==> config.mk <==
export PLATFORM = sky130hd
export DESIGN_NAME = read_gather_flat
export DESIGN_NICKNAME = d
export VERILOG_FILES = /design/src/rtl/read_gather_if.sv /design/src/rtl/read_gather.sv /design/src/flat_wrapper.sv
export SDC_FILE = /design/constraint.sdc
export NUM_CORES = 1
export LEC_CHECK = 0
export ABC_AREA = 1
export CAP_MARGIN = 30
export CORE_AREA = 2 2 512 514
export DETAILED_ROUTE_END_ITERATION = 8
export DIE_AREA = 0 0 514 516
export DONT_BUFFER_PORTS = 1
export PLACE_DENSITY = 0.3
export SLEW_MARGIN = 20
export SYNTH_ARGS = -nofsm -noshare
export SYNTH_HDL_FRONTEND = slang
export SYNTH_SLANG_ARGS = --single-unit
==> constraint.sdc <==
create_clock -name clk -period 10.7 [get_ports clk]
set_input_delay 2.14 -clock clk [delete_from_list [all_inputs] [get_ports clk]]
set_output_delay 2.14 -clock clk [all_outputs]
set_load 0.02 [all_outputs]
==> src/rtl/read_gather_if.sv <==
// Request, memory and response signals of read_gather in one bundle.
// The slave modport is the gather block; the master is the requester plus memory.
interface read_gather_if #(
  parameter int ROW_W  = 1024,
  parameter int STRIDE = 8,
  parameter int PLANES = 2,
  parameter int ADDR_W = 7
);
  localparam int PH_W   = (STRIDE > 1) ? $clog2(STRIDE) : 1;
  localparam int PL_W   = (PLANES > 1) ? $clog2(PLANES) : 1;
  localparam int MEM_AW = ADDR_W + $clog2(STRIDE);
  localparam int DATA_W = PLANES * (ROW_W / STRIDE);

  logic              req_valid;
  logic              req_ready;
  logic [ADDR_W-1:0] req_addr;
  logic [PH_W-1:0]   req_phase;
  logic              mem_en;
  logic [PL_W-1:0]   mem_plane;
  logic [MEM_AW-1:0] mem_addr;
  logic [ROW_W-1:0]  mem_rdata;
  logic              rsp_valid;
  logic              rsp_ready;
  logic [DATA_W-1:0] rsp_data;

  modport master (
    output req_valid, req_addr, req_phase, mem_rdata, rsp_ready,
    input  req_ready, mem_en, mem_plane, mem_addr, rsp_valid, rsp_data
  );

  modport slave (
    input  req_valid, req_addr, req_phase, mem_rdata, rsp_ready,
    output req_ready, mem_en, mem_plane, mem_addr, rsp_valid, rsp_data
  );
endinterface

==> src/rtl/read_gather.sv <==
// Reads one memory row per bit-plane and keeps every STRIDE-th bit into a packed word.
// Optional macro READ_GATHER_PHASE_EN: honour req_phase as the bit offset within the stride.
module read_gather #(
  parameter int ROW_W  = 1024,
  parameter int STRIDE = 8,
  parameter int PLANES = 2,
  parameter int ADDR_W = 7
) (
  input  logic        clk,
  input  logic        rst,
  read_gather_if.slave bus,
  output logic        busy
);
  localparam int PH_W   = (STRIDE > 1) ? $clog2(STRIDE) : 1;
  localparam int PL_W   = (PLANES > 1) ? $clog2(PLANES) : 1;
  localparam int SH     = $clog2(STRIDE);
  localparam int MEM_AW = ADDR_W + SH;
  localparam int SEG    = ROW_W / STRIDE;
  localparam int DATA_W = PLANES * SEG;

  typedef enum logic [1:0] {IDLE, ISSUE, DRAIN, RESP} state_t;

  state_t            r_state;
  logic [PL_W-1:0]   r_p;
  logic              r_req_ready;
  logic              r_busy;
  logic              r_mem_en;
  logic [PL_W-1:0]   r_mem_plane;
  logic [MEM_AW-1:0] r_mem_addr;
  logic              r_rsp_valid;
  logic [DATA_W-1:0] r_rsp_data;
  logic [PH_W-1:0]   w_phase;
  logic [PL_W-1:0]   w_prev_p;

`ifdef READ_GATHER_PHASE_EN
  logic [PH_W-1:0] r_phase;
  assign w_phase = r_phase;
`else
  logic w_unused_phase;
  assign w_unused_phase = ^bus.req_phase;
  assign w_phase        = '0;
`endif

  // Data for a read arrives one edge after its strobe, so ISSUE stores the previous plane.
  assign w_prev_p = r_p - 1'b1;

  function automatic logic [SEG-1:0] gather(input logic [ROW_W-1:0] row,
                                            input logic [PH_W-1:0]  ph);
    logic [SEG-1:0] g;
    int             off;
    off = (STRIDE > 1) ? int'(ph) : 0;
    for (int i = 0; i < SEG; i++) g[i] = row[i*STRIDE + off];
    return g;
  endfunction

  // NOTE: every register here, including the gathered word, is cleared by the async
  //       reset and updated with <= so all state moves together on the clock edge.
  always_ff @(posedge clk or posedge rst) begin
    if (rst) begin
      r_state     <= IDLE;
      r_p         <= '0;
      r_req_ready <= 1'b1;
      r_busy      <= 1'b0;
      r_mem_en    <= 1'b0;
      r_mem_plane <= '0;
      r_mem_addr  <= '0;
      r_rsp_valid <= 1'b0;
      r_rsp_data  <= '0;
`ifdef READ_GATHER_PHASE_EN
      r_phase     <= '0;
`endif
    end else begin
      case (r_state)
        IDLE: begin
          if (bus.req_valid) begin
`ifdef READ_GATHER_PHASE_EN
            r_phase     <= bus.req_phase;
`endif
            r_p         <= '0;
            r_state     <= ISSUE;
            r_req_ready <= 1'b0;
            r_busy      <= 1'b1;
            r_mem_en    <= 1'b1;
            r_mem_plane <= '0;
            r_mem_addr  <= MEM_AW'(bus.req_addr) << SH;
          end
        end
        ISSUE: begin
          if (r_p != '0) r_rsp_data[w_prev_p*SEG +: SEG] <= gather(bus.mem_rdata, w_phase);
          if (r_p == PL_W'(PLANES - 1)) begin
            r_state  <= DRAIN;
            r_mem_en <= 1'b0;
          end else begin
            r_p         <= r_p + 1'b1;
            r_mem_plane <= r_p + 1'b1;
          end
        end
        DRAIN: begin
          r_rsp_data[(PLANES-1)*SEG +: SEG] <= gather(bus.mem_rdata, w_phase);
          r_state     <= RESP;
          r_rsp_valid <= 1'b1;
        end
        RESP: begin
          // Ready rises only after the handshake edge, so a new request waits one cycle.
          if (bus.rsp_ready) begin
            r_state     <= IDLE;
            r_rsp_valid <= 1'b0;
            r_req_ready <= 1'b1;
            r_busy      <= 1'b0;
          end
        end
        default: r_state <= IDLE;
      endcase
    end
  end

  assign bus.req_ready = r_req_ready;
  assign bus.mem_en    = r_mem_en;
  assign bus.mem_plane = r_mem_plane;
  assign bus.mem_addr  = r_mem_addr;
  assign bus.rsp_valid = r_rsp_valid;
  assign bus.rsp_data  = r_rsp_data;
  assign busy          = r_busy;
endmodule

==> src/flat_wrapper.sv <==
// flat-port wrapper written by rule: the top's interface ports become plain ports
module read_gather_flat 
#(
  parameter int ROW_W  = 1024,
  parameter int STRIDE = 8,
  parameter int PLANES = 2,
  parameter int ADDR_W = 7
)
  (clk, rst, busy, bus_req_valid, bus_req_addr, bus_req_phase, bus_mem_rdata, bus_rsp_ready, bus_req_ready, bus_mem_en, bus_mem_plane, bus_mem_addr, bus_rsp_valid, bus_rsp_data);
  read_gather_if #(.ROW_W(ROW_W), .STRIDE(STRIDE), .PLANES(PLANES), .ADDR_W(ADDR_W)) bus_i ();
  input  logic clk;
  input  logic rst;
  output logic busy;
  input wire logic [$bits(bus_i.req_valid)-1:0] bus_req_valid;
  input wire logic [$bits(bus_i.req_addr)-1:0] bus_req_addr;
  input wire logic [$bits(bus_i.req_phase)-1:0] bus_req_phase;
  input wire logic [$bits(bus_i.mem_rdata)-1:0] bus_mem_rdata;
  input wire logic [$bits(bus_i.rsp_ready)-1:0] bus_rsp_ready;
  output wire logic [$bits(bus_i.req_ready)-1:0] bus_req_ready;
  output wire logic [$bits(bus_i.mem_en)-1:0] bus_mem_en;
  output wire logic [$bits(bus_i.mem_plane)-1:0] bus_mem_plane;
  output wire logic [$bits(bus_i.mem_addr)-1:0] bus_mem_addr;
  output wire logic [$bits(bus_i.rsp_valid)-1:0] bus_rsp_valid;
  output wire logic [$bits(bus_i.rsp_data)-1:0] bus_rsp_data;
  assign bus_i.req_valid = bus_req_valid;
  assign bus_i.req_addr = bus_req_addr;
  assign bus_i.req_phase = bus_req_phase;
  assign bus_i.mem_rdata = bus_mem_rdata;
  assign bus_i.rsp_ready = bus_rsp_ready;
  assign bus_req_ready = bus_i.req_ready;
  assign bus_mem_en = bus_i.mem_en;
  assign bus_mem_plane = bus_i.mem_plane;
  assign bus_mem_addr = bus_i.mem_addr;
  assign bus_rsp_valid = bus_i.rsp_valid;
  assign bus_rsp_data = bus_i.rsp_data;
  read_gather #(.ROW_W(ROW_W), .STRIDE(STRIDE), .PLANES(PLANES), .ADDR_W(ADDR_W)) u_core (.clk(clk), .rst(rst), .bus(bus_i), .busy(busy));
endmodule
==> metrics.yaml, run 1 <==
reg2reg_from: "u_core.r_state[1]"
r2r_end: "u_core.bus.rsp_data[162]"
grt_pass1_vias: 7074
crit_path_end: "bus_rsp_data[91]"
die-area_um2: 265000
drt-pass1-iter-count: 4
cts-root-buf: "clkbuf_16"
slew_headroom_pct: 37.1
p_clk_share_pct: 25.7
power_frac_seq_pct: 53.4
fin_ws_ps: 7070
initialDrtViolationCount: 361
area_delta_synth_final_pct: 48.8
power-per-cell-area_nw_per_um2: 326
power_switching_share_pct: 47.8
hold_class: "register to register"
grt_max_degree: 142
cts_tree: "yes"
ff2ff_setup_slack_ps: 7170
skew_ps: 28.2
hold_viol: 0
grtUsageTotal_pct: 4.50
place_ws_ps: 6480
critical_path_depth: 0
dr_total_vias: 7208
drv_cap: 0
fin_cells: 4470
num_io_pins: 1309
routedWlPerCell_um: 13.9
total_power_mw: 5.21
synth.distinct_cells: 19
place.gp.congestion: 0.695
rows: 187
netlist_top_cells_count: "nand2_1 (298), dfrtp_1 (270), o21ai_0 (138)"
clockBufferDepth: 3
cp-end-kind: "primary output"
synth.top_cell.area_share_pct: 62.9
final_nets: 2085
vdd_drop_max_mv: 0.125
dp_hpwl_um: 51200
ant_nets: 0
core_um2: 259000
status: "finished, final reports clean"
clock_latency_ps: 590
grt_overflow: 0
tns_ps: 0
power_leakage_nw: 6.15
ys_ff_latch: 271
path_class: "register to primary output"
critPathMaxFanout: 2
routed_via_density: 1.61
die_h_um: 516
yosysSeqAreaShare_pct: 63.1
intPower_mw: 2.72
syn_inst: 1051
netlist_area_um2: 10700
ys.flop_type: "dfrtp_1"
cts_inserted_buffers: 38
power_switching_mw: 2.49
yosysMostFrequentCell: "nand2_1"
dp.cells: 4401
crit_start: "u_core.bus.rsp_data[91]"
synth_edf_count: 0
synth_area_leaders: "dfrtp_1 (63%), nand2_1 (10%), o21ai_2 (8.8%)"
clock_sinks: 271
crit_arrival_ps: 1490
slew_viol_final: 0
drc: 0
postRouteWirelength_um: 62200
drive_above_1_share_pct: 16.9
rsz0062_at_grt: "false"
cts-resized-gates: 0
syn_area_per_cell_um2: 10.2
async_flop_share_pct: 100
clk_pin_slew_ps: 60
grt_first_pass_wirelength_um: 77700
dieWidth_um: 514
htreeDepth: 2
ys_warn_count: 0
combPwrFrac_pct: 20.9
synth_largest_area_cell: "dfrtp_1"
fin_crit_sh_pct: 33.9
r2r.worst_path.cells: 8
worst_pin_slew_ps: 944
initial_utilization_pct: 4.14
io_buffers: 0
period_needed_ps: 3630
setup_viol_count_final: 0
antenna_found_initial: 51
ctsHoldBuffers: 0
worstSetupStartpointType: "register"
required_ps: 8560
post_cts_buffers: 0
fmax_ghz: 0.276
[how the worst min path moves through the flow]
stage	slack (ps)	to	cells after the start	start
after floorplan	490	u_core.bus.req_ready	2	u_core.bus.req_ready
after global placement	550	u_core.bus.req_ready	2	u_core.bus.req_ready
after detailed placement	530	u_core.bus.req_ready	2	u_core.bus.req_ready
after CTS	550	u_core.bus.req_ready	2	u_core.bus.req_ready
after global routing	590	u_core.bus.req_ready	2	u_core.bus.req_ready
final	540	u_core.bus.req_ready	2	u_core.bus.req_ready
[per-stage QoR]
stage          hold slack (ps)  instance area [um2]  utilization [%]
2_1_floorplan              494                10800                -
3_3_place_gp               546                14700             5.65
3_5_place_dp               532                14700             5.65
4_1_cts                    549                16000             6.16
5_1_grt                    588                16000             6.17
6_report                   542                16000             6.17
[layout make-up]
type                            count  area (um2)
Sequential cell                   271        6780
Antenna cell                        3        7.51
Timing Repair Buffer                8        92.6
Clock buffer                       53        1080
Clock inverter                     12         221
Fill cell                       30458      243000
Tap cell                         3402        4260
Multi-Input combinational cell    583        3030
Inverter                          138         526
[cells by family after synthesis]
logic type	Yosys count	synth area share [%]
AO/OA/AOI/OAI	258	15.8
buffers and inverters	199	8.91
other	1	0.0349
AND/OR/NAND/NOR	315	11.3
flip-flops	271	63.1
adder cells (fa/ha/maj)	7	0.815
[power by group through the flow]
stage	sequential [mW]	clock [mW]	combinational (mW)
after CTS	2.84	1.40	1.11
after global placement	2.86	0	1.09
after detailed placement	2.85	0	1.11
after global routing	2.85	1.44	1.28
after floorplan	2.42	0	0.989
final	2.78	1.34	1.09
[layer usage]
metal | vias up | global-route usage (%) | routed length (um)
met5 | - | 0 | 334
met4 | 50 | 1.46 | 2060
met3 | 163 | 2.84 | 7880
met2 | 323 | 7.58 | 30600
met1 | 3401 | 4.54 | 21300
li1 | 3271 | - | -
[cells in the final DEF, fill, tap and decap left out, types with 6 or more instances in the layout]
cell	instances
buf_4	6
clkbuf_1	8
clkbuf_16	38
clkbuf_8	7
dfrtp_1	270
ha_1	7
inv_1	136
nand2_1	297
nand3_1	11
o21ai_0	138
o21ai_1	12
o21ai_2	108
[sequential cells by signal (all words and copies together) (netlist names)]
name	count
u_core.bus.rsp_data	256
u_core.bus.mem_addr	7
u_core.r_state	2
u_core.bus.mem_en	1
u_core.bus.mem_plane	1
u_core.bus.req_ready	1
u_core.bus.rsp_valid	1
u_core.busy	1
u_core.r_p	1
Power figures use the tool's default switching activity.
==> inputs of run 2 (changes only) <==
clock period = 3.2 ns   (was 10.7 ns; I/O delays follow)
==> run 2 against run 1 <==
  * Combinational power increased to 3.5 times the previous value
  * Clock skew decreased by 7.8 ps
  * Worst hold slack worse by 330 ps
  * Via count rose by 0.79%
  * Sequential share of layout area fell by 0.37 points
  * Count of clock-buffer cells in the layout is 3 lower
  * First-iteration DRC count shrank 0.83%
  * Non-clock buffer count up 12
  * Clock power increased to 3.2 times the previous value
  * Wire length decreased by 1.3%
  * Critical path type is now register to register
  * Largest power group unchanged
==> metrics.yaml, run 2 (synthesis gave the netlist of run 1 again) <==
status: "finished, final reports clean"
num_io_pins: 1309
post_cts_buffers: 0
combPwrFrac_pct: 21.9
layout_commonest_cell: "nand2_1"
htreeDepth: 2
p_clk_share_pct: 24.7
fin_ws_ps: 1060
area_delta_synth_final_pct: 50.1
io_buffers: 0
postRouteWirelength_um: 61300
setup_viol_count_final: 0
period_needed_ps: 2140
place_ws_ps: 1050
required_ps: 3670
initialDrtViolationCount: 358
drive_above_1_share_pct: 17.9
worstSetupStartpointType: "register"
power-per-cell-area_nw_per_um2: 1070
routed_via_density: 1.62
tns_ps: 0
drt-pass1-iter-count: 5
rsz0062_at_grt: "false"
grt_first_pass_wirelength_um: 76500
drc: 0
power_frac_seq_pct: 53.4
fmax_ghz: 0.467
path_class: "register to register"
clock_latency_ps: 570
grt_overflow: 0
die-area_um2: 265000
power_switching_share_pct: 47.4
place.gp.congestion: 0.711
critPathMaxFanout: 63
dieWidth_um: 514
grt_pass1_vias: 7008
worst_pin_slew_ps: 655
clock_sinks: 271
routedWlPerCell_um: 13.7
largest_reg_flops: 256
grtUsageTotal_pct: 4.43
intPower_mw: 9.10
total_power_mw: 17.3
final_nets: 2096
crit_arrival_ps: 2610
fillers: 30437
drv_cap: 0
clockBufferDepth: 3
fin_crit_sh_pct: 66.9
placed_area_um2: 14900
antenna_found_initial: 53
power_leakage_nw: 6.23
cts-root-buf: "clkbuf_16"
cp-end-kind: "register"
core_um2: 259000
clk_pin_slew_ps: 60
cts_tree: "yes"
vdd_drop_max_mv: 0.394
power_switching_mw: 8.20
slew_headroom_pct: 56.4
grt_max_degree: 100
cts_inserted_buffers: 37
ant_nets: 0
rows: 187
hold_viol: 0
initial_utilization_pct: 4.14
slew_viol_final: 0
die_h_um: 516
dr_total_vias: 7265
stdcell_area_um2: 16100
ff2ff_setup_slack_ps: 1060
final_cell_mix: "nand2_1 (297), dfrtp_1 (270), o21ai_0 (138)"
dp_hpwl_um: 51500
skew_ps: 20.4
hold_class: "input port to register"
-- run 2: changes by cell type in the layout (fill, tap and decap cells not counted), moves of 2 or more --
cell	delta
clkbuf_8	+2
clkbuf_1	-4
clkinv_4	-3
clkinv_2	+4
diode_2	-2
buf_4	+2
buf_12	+10
-- run 2: worst max-delay path, stage by stage (launching register included) --
cell and delay (ps):
dfrtp_1 430, inv_1 150, ha_1 250, nand2_2 130, nand2_8 460, buf_12 360
nand2_1 100, o21ai_0 90
-- run 2: what timing repair did --
item,CTS,global route
hold buffers,1,0
resized for setup,0,0
endpoints found under the hold margin,7,0
-- run 2: layout make-up --
| cell class | count | area (um2) | area share [%] |
|---|---|---|---|
| Multi-Input combinational cell | 583 | 3030 | 18.8 |
| Clock buffer | 50 | 1060 | 6.60 |
| Tap cell | 3402 | 4260 | 26.4 |
| Timing Repair Buffer | 20 | 290 | 1.80 |
| Inverter | 138 | 522 | 3.23 |
| Sequential cell | 271 | 6780 | 42.0 |
| Antenna cell | 1 | 2.50 | 0.0155 |
| Clock inverter | 12 | 185 | 1.15 |
-- run 2: per-layer routing --
metal  global-route usage (%)  part of all wire (%)  wire length (um)
met3                     2.80                    13              7840
met1                     4.43                    34             20900
met4                     1.41                   3.4              2070
met2                     7.52                    49             30100
met5                        0                  0.65               401
-- run 2: metrics by stage --
| step | hold WS [ps] | utilization (%) | std cells |
|---|---|---|---|
| after floorplan | 494 | - | 1053 |
| after global placement | 542 | 5.73 | 4412 |
| after detailed placement | 491 | 5.74 | 4413 |
| after CTS | 139 | 6.22 | 4476 |
| after global routing | 173 | 6.22 | 4476 |
| final | 215 | 6.22 | 4477 |
-- run 2: path summary, 6_finish.rpt --
kind / from / endpoint / depth (start not counted)
setup / recovery: u_core.r_state[1] / u_core.bus.rsp_data[190] / 7
hold / removal: bus_req_addr[4] / u_core.bus.mem_addr[7] / 2
setup reg to reg: u_core.r_state[1] / u_core.bus.rsp_data[190] / 7
hold reg to reg: u_core.bus.req_ready / u_core.bus.req_ready / 2
max in group asynchronous: rst / u_core.bus.rsp_data[110] / 4
min in group asynchronous: rst / u_core.bus.rsp_data[134] / 2
-- run 2: power by group through the flow --
stage	Sequential [mW]	Combinational, mW	Clock (mW)
2_1_floorplan	8.10	3.31	0
3_3_place_gp	9.50	3.80	0
3_5_place_dp	9.46	3.87	0
4_1_cts	9.42	3.89	4.51
5_1_grt	9.46	4.43	4.62
6_report	9.24	3.78	4.28
